--- src/rtl/router_pkg.sv ---
// Shared definitions for the 1x3 packet router datapath.
// Byte width, header field positions and the reserved address code.
package router_pkg;

    localparam int DATA_WIDTH = 8;

    // Header byte layout: {payload_len[5:0], addr[1:0]}
    localparam int ADDR_LSB = 0;
    localparam int ADDR_MSB = 1;
    localparam int LEN_LSB  = 2;
    localparam int LEN_MSB  = 7;

    // Address 2'b11 has no output port and is never latched.
    localparam logic [1:0] ADDR_INVALID = 2'b11;

    function automatic logic addr_valid(input logic [1:0] addr);
        return addr != ADDR_INVALID;
    endfunction

endpackage

--- src/rtl/router_parity_chk.sv ---
// Running XOR parity over header/payload and the received-parity compare.
// Ports: state strobes, pktvalid, header_byte, din, parity_done in; err out.
// Optional ROUTER_REG_ERR_STICKY_EN: err holds once set, detect_add clears it.
module router_parity_chk
    import router_pkg::*;
#(
    parameter int DATA_WIDTH = router_pkg::DATA_WIDTH
) (
    input  logic                  clk,
    input  logic                  rst,
    input  logic                  detect_add,
    input  logic                  lfd_state,
    input  logic                  ld_state,
    input  logic                  full_state,
    input  logic                  pktvalid,
    input  logic                  parity_done,
    input  logic [DATA_WIDTH-1:0] header_byte,
    input  logic [DATA_WIDTH-1:0] din,
    output logic                  err
);

    logic [DATA_WIDTH-1:0] int_parity;
    logic [DATA_WIDTH-1:0] pkt_parity;
    logic                  mismatch;

    assign mismatch = (int_parity != pkt_parity);

    // Accumulator: a new packet's decode cycle restarts it.
    always_ff @(posedge clk) begin
        if (rst) begin
            int_parity <= '0;
        end else if (detect_add) begin
            int_parity <= '0;
        end else if (lfd_state && pktvalid) begin
            int_parity <= int_parity ^ header_byte;
        end else if (ld_state && pktvalid && !full_state) begin
            int_parity <= int_parity ^ din;
        end
    end

    // The byte presented with pktvalid low is the packet's parity byte.
    always_ff @(posedge clk) begin
        if (rst) begin
            pkt_parity <= '0;
        end else if (ld_state && !pktvalid) begin
            pkt_parity <= din;
        end
    end

`ifdef ROUTER_REG_ERR_STICKY_EN
    always_ff @(posedge clk) begin
        if (rst) begin
            err <= 1'b0;
        end else if (detect_add) begin
            err <= 1'b0;
        end else if (parity_done && mismatch) begin
            err <= 1'b1;
        end
    end
`else
    // Re-evaluated every cycle parity_done is high, so it can fall again.
    always_ff @(posedge clk) begin
        if (rst) begin
            err <= 1'b0;
        end else if (parity_done) begin
            err <= mismatch;
        end
    end
`endif

endmodule

--- src/rtl/router_reg.sv ---
// Router datapath register: header latch, FIFO-full byte buffer, dout mux.
// Ports: clk, rst, FSM strobes, pktvalid, fifofull, din in;
// dout, parity_done, lowpktvalid, err out.
// Optional ROUTER_REG_ERR_STICKY_EN selects a sticky err (see parity checker).
module router_reg
    import router_pkg::*;
#(
    parameter int DATA_WIDTH = router_pkg::DATA_WIDTH
) (
    input  logic                  clk,
    input  logic                  rst,
    input  logic                  pktvalid,
    input  logic                  fifofull,
    input  logic                  rst_int_reg,
    input  logic                  detect_add,
    input  logic                  ld_state,
    input  logic                  laf_state,
    input  logic                  full_state,
    input  logic                  lfd_state,
    input  logic [DATA_WIDTH-1:0] din,
    output logic                  parity_done,
    output logic                  lowpktvalid,
    output logic                  err,
    output logic [DATA_WIDTH-1:0] dout
);

    logic [DATA_WIDTH-1:0] header_byte;
    logic [DATA_WIDTH-1:0] ffs_byte;
    logic                  hdr_load;
    logic                  pd_set;

    assign hdr_load = detect_add && pktvalid
                    && addr_valid(din[ADDR_MSB:ADDR_LSB]);

    // Parity byte written out, or the buffered last byte drained after full.
    assign pd_set = (ld_state && !fifofull && !pktvalid)
                  || (laf_state && lowpktvalid && !parity_done);

    always_ff @(posedge clk) begin
        if (rst) begin
            header_byte <= '0;
        end else if (hdr_load) begin
            header_byte <= din;
        end
    end

    // Byte that arrived while the FIFO could not accept it.
    always_ff @(posedge clk) begin
        if (rst) begin
            ffs_byte <= '0;
        end else if (ld_state && fifofull) begin
            ffs_byte <= din;
        end
    end

    always_ff @(posedge clk) begin
        if (rst) begin
            dout <= '0;
        end else if (lfd_state) begin
            dout <= header_byte;
        end else if (ld_state && !fifofull) begin
            dout <= din;
        end else if (laf_state) begin
            dout <= ffs_byte;
        end
    end

    always_ff @(posedge clk) begin
        if (rst) begin
            lowpktvalid <= 1'b0;
        end else if (rst_int_reg) begin
            lowpktvalid <= 1'b0;
        end else if (ld_state && !pktvalid) begin
            lowpktvalid <= 1'b1;
        end
    end

    always_ff @(posedge clk) begin
        if (rst) begin
            parity_done <= 1'b0;
        end else if (detect_add) begin
            parity_done <= 1'b0;
        end else if (pd_set) begin
            parity_done <= 1'b1;
        end
    end

    router_parity_chk #(
        .DATA_WIDTH (DATA_WIDTH)
    ) u_parity_chk (
        .clk         (clk),
        .rst         (rst),
        .detect_add  (detect_add),
        .lfd_state   (lfd_state),
        .ld_state    (ld_state),
        .full_state  (full_state),
        .pktvalid    (pktvalid),
        .parity_done (parity_done),
        .header_byte (header_byte),
        .din         (din),
        .err         (err)
    );

endmodule

--- config.mk ---
export PLATFORM = sky130hd
export DESIGN_NAME = router_reg
export DESIGN_NICKNAME = d
export VERILOG_FILES = /design/src/rtl/router_pkg.sv /design/src/rtl/router_parity_chk.sv /design/src/rtl/router_reg.sv
export SDC_FILE = /design/constraint.sdc
export NUM_CORES = 1
export LEC_CHECK = 0
export CAP_MARGIN = 10
export CORE_ASPECT_RATIO = 1.5
export CORE_MARGIN = 3
export CORE_UTILIZATION = 40
export CTS_CLUSTER_SIZE = 10
export DETAILED_ROUTE_END_ITERATION = 12
export SLEW_MARGIN = 20
export SYNTH_ARGS = -nofsm -noshare
export SYNTH_HDL_FRONTEND = slang
export SYNTH_SLANG_ARGS = --single-unit
--- constraint.sdc ---
create_clock -name clk -period 1.4 [get_ports clk]
set_input_delay 0.35 -clock clk [delete_from_list [all_inputs] [get_ports clk]]
set_output_delay 0.35 -clock clk [all_outputs]
set_load 0.01 [all_outputs]
## Word-level counts from Yosys, hierarchy flattened

Cells that the tools add are included.

| cells by class | value |
|---|---|
| equality and inequality tests | 2 |
| mux-type cells | 5 |
| bitwise logic cells | 2 |
| reductions and logical operators | 20 |

Operators by type and width:

| operator | count |
|---|---|
| two-way mux 8 bit | 5 |
| XOR 8 bit | 2 |
| logical AND 1 bit | 11 |
| != test 8 bit | 1 |
| logical NOT 1 bit | 4 |
| OR reduction 2 bit | 2 |
| nonzero test 3 bit | 1 |
| != test 2 bit (second input constant) | 1 |
| nonzero test 2 bit | 1 |
| logical OR 1 bit | 1 |

| storage, ports and cells | value |
|---|---|
| register bits | 43 |
| bits of input ports | 18 |
| output and inout port bits | 11 |
| word-level logic and storage cells | 37 |

## Logic depth before layout (Yosys ltp)

| logic depth | value |
|---|---|
| depth in word-level cells | 4 |
| gate-level depth with buffers | 5 |
| gate-level depth less buffers | 4 |

## Hierarchy

From an unflattened synthesis, not the netlist that was laid out.

| second synthesis, totals | value |
|---|---|
| cells, all modules | 234 |
| area, all modules | 2142.1 µm² |

Modules (own cells, without submodules):

| module | instances | cells each | area each (µm²) | sequential area each (µm²) |
|---|---|---|---|---|
| router_reg | 1 | 135 | 1193.6 | 520.5 |
| router_parity_chk | 1 | 99 | 948.4 | 340.3 |

## Worst setup path after synthesis

Ideal clock, no wire load.

| timing | value |
|---|---|
| kind | input port to flip-flop |
| start | input port fifofull |
| end | register dout[0] |
| setup time | 0.117 ns |
| data arrival time | 1.346 ns |
| data required time | 1.283 ns |
| slack | -0.062 ns |
| stages on the path | 5 |
| buffers on the path | 1 |
| cell sequence | nand2b_1 -> buf_6 -> mux2_4 -> mux2_2 -> a22o_1 |

| between the ends | value |
|---|---|
| word-level cells in the longest chain between the ends | 4 |
| elaborated cells between the ends (all ways) | 5 |
| classes of those cells | mux: 2; reduce/logical: 3 |

RTL lines:

| item | line | text |
|---|---|---|
| start, declared | router_reg.sv:13 | `input logic fifofull,` |
| logical NOT 1 bit (*) | router_reg.sv:61 | `end else if (ld_state && !fifofull) begin` |
| logical AND 1 bit (*) | router_reg.sv:61 |  |
| two-way mux 8 bit | router_reg.sv:61 |  |
| two-way mux 8 bit | router_reg.sv:59 | `end else if (lfd_state) begin` |
| end signal, assigned | router_reg.sv:60 | `dout <= header_byte;` |
| end signal, assigned | router_reg.sv:62 | `dout <= din;` |
| end signal, assigned | router_reg.sv:64 | `dout <= ffs_byte;` |
| end, declared | router_reg.sv:24 | `output logic [DATA_WIDTH-1:0] dout` |

Mark *: on every way between the ends. The rest lies on a longest branch, timed or not.
A chain may end at the register's enable or synchronous reset.

## Final worst setup path

| timing | value |
|---|---|
| start | input port fifofull |
| end | register dout[4] |

The elaborated chain is that of the path after synthesis.

==> results.yml <==
clocking:
  cts.sinks: 43
  clk_latency_ns: 0.29
  cts_root_buffer: "clkbuf_8"
  cts_buffer_depth: 2
  cts_buffers: 5
  path_clk_slew_ns: 0.08
  cts_tree: "built"
  htree_num_levels: 2
timing:
  setup_viol: 0
  min_period_ns: 1.381
  worst_slew_pin_slew_ns: 0.4109
  final.period_utilization_pct: 98.62
  fin_hold_ws_ns: 0.4578
  drv_slew: 0
  skew_ns: 0.004377
  layout_setup_ws_ns: 0.01933
  finalHoldViolCount: 0
  maxSlewHeadroom_pct: 72.61
  fmax_mhz: 724.3
synth:
  yosys-top-cells-count: "43 x dfxtp_1, 27 x nand2_1, 25 x a21oi_1"
  synth_top_area_share_pct: 44.85
  synth-async-reset-ratio_pct: 0
  netlist_area_um2: 1919
  synthCells: 205
  synth_most_common_cell: "dfxtp_1"
  ys_ff_latch: 43
  synth_edf_count: 0
  ys_top_cells_by_area: "dfxtp_1 45%, mux2i_1 8.3%, a21oi_1 6.5%"
  synthFlopType: "dfxtp_1"
  yosys.area.top_type: "dfxtp_1"
  syn_area_per_cell_um2: 9.363
  syn-num-nets: 223
  ys_seq_area_share_pct: 44.85
  synthDistinctLibCells: 27
  ys_warn_count: 0
detailed_routing:
  drc: 0
  drt_first_pass_iters: 4
  first_iter_violations: 37
  antenna_left: 0
  vias_per_cell: 5.138
  wl_um: 4961
  wire_per_inst_um: 15.17
  num_vias: 1680
min_path:
  min_path_type: "reg -> reg"
setup_path:
  startpoint_type: "input port"
  arrival_ns: 1.57
  path_class: "in -> reg"
  ff2ff_setup_slack_ns: 0.29
  path_max_fanout: 5
  cp-end-kind: "register"
  cp.required_ns: 1.59
cells_and_area:
  multi_input_area_um2: 1085
  diodes: 0
  drive_gt1_share_pct: 25.48
  fin_cells: 327
  seq_area_um2: 860.8
  fillers: 457
  final_util_pct: 57.54
  area_growth_pct: 37.29
  finalNetCount: 280
placed_design:
  port-buffer-count: 28
  dp_hpwl_um: 3601
  dp.cells: 316
  place_ws_ns: -0.5759
  place.gp.congestion: 0.7745
floorplan:
  die_h_um: 90.84
  start_util_pct: 41.91
  core-area_um2: 4579
  io_pins: 29
  rows: 30
  die_area_um2: 5683
  die_x_um: 62.56
global_routing:
  grt_usage_pct: 17.65
  gr-total-overflow: 0
  grt_pass1_wl_um: 7776
  first_global_vias: 1638
  grt_max_degree: 17
  grt_antenna_before_repair: 0
pwr:
  power_mw: 2.539
  intPower_mw: 1.858
  pwr-share-comb_pct: 17.6
  netSwitchingFraction_pct: 26.84
  p_switching_uw: 681.5
  max-vdd-ir-drop_mv: 0.5249
  seqPwrFrac_pct: 51.4
  power.leakage_nw: 1.210
  power_density_nw_per_um2: 963.6
  clkPwrFrac_pct: 30.9
flow_run:
  cap_violations: 0
status:
  status: "complete, no violations"
-- state kept, by name, indices dropped and copies added (netlist names) --
name,flops
parity_done,1
u_parity_chk.int_parity,8
header_byte,8
ffs_byte,8
lowpktvalid,1
u_parity_chk.pkt_parity,8
dout,8
u_parity_chk.err,1
-- power by group through the flow --
stage                     sequential, mW  clock, mW  combinational (mW)
final                               1.31      0.786               0.448
after global routing                1.31      0.838               0.484
after CTS                           1.31      0.800               0.436
after detailed placement            1.34          0               0.441
after global placement              1.33          0               0.435
after floorplan                     1.33          0               0.231
-- stage by stage --
step                area [um2]  setup TNS, ns
finish                    2635              0
global route              2635      -0.008586
CTS                       2592              0
detailed placement        2502         -14.82
global placement          2502         -14.54
floorplan                 1961        -0.2909
-- final timing paths --
path | from | to | cells after the start
setup / recovery | fifofull | dout[4] | 5
hold / removal | ffs_byte[1] | ffs_byte[1] | 2
setup reg to reg | ffs_byte[2] | dout[2] | 3
hold reg to reg | ffs_byte[1] | ffs_byte[1] | 2
-- routing by layer --
layer / wire length, um / share of wire (%) / global-route usage [%]
met1: 2063 / 42 / 18.76
met3: 167 / 3.4 / 3.362
met4: 49 / 0.99 / 6.262
met2: 2680 / 54 / 33.75
met5: 0 / 0 / 0
-- cell families after synthesis --
kind of cell              share of synthesized area (%)
xor gates and xnor gates                          3.651
muxes                                             19.30
buffers and inverters                             2.737
AOI/OAI and AO/OA                                 13.36
and+or+nand+nor                                   16.10
DFF                                               44.85
-- placed cells by master (no fill, tap or decap), drive strengths merged, types with 5 or more instances in the layout --
cell | synthesis | final
dfxtp | 43 | 43
buf | 5 | 31
nand2 | 28 | 28
a21oi | 25 | 25
mux2i | 16 | 16
mux2 | 16 | 16
dlygate4sd2 | 0 | 16
nor2 | 14 | 14
clkdlybuf4s50 | 0 | 10
nand3 | 9 | 9
o21ai | 9 | 9
a22o | 8 | 8
or3 | 8 | 8
clkbuf | 6 | 6
xnor2 | 5 | 5
-- layout make-up --
cell class	count	area share [%]
Multi-Input combinational cell	152	41.17
Sequential cell	43	32.67
Timing Repair Buffer	60	19.94
Tap cell	64	3.039
Clock buffer	5	2.612
Clock inverter	3	0.5698
-- repair_timing --
action	CTS	global route
endpoints found under the hold margin	0	0
buffers inserted	0	1
pin swaps	0	8
cloned	1	1
hold buffers	0	0
setup endpoints to repair	27	7
resized for setup	23	6
-- critical path, cell delays in order --
cell	delay, ns
dlygate4sd2_1	0.27
nand2b_4	0.20
mux2_4	0.31
mux2_4	0.26
a22o_1	0.17
Note: power is estimated with default switching activity, not from simulation.
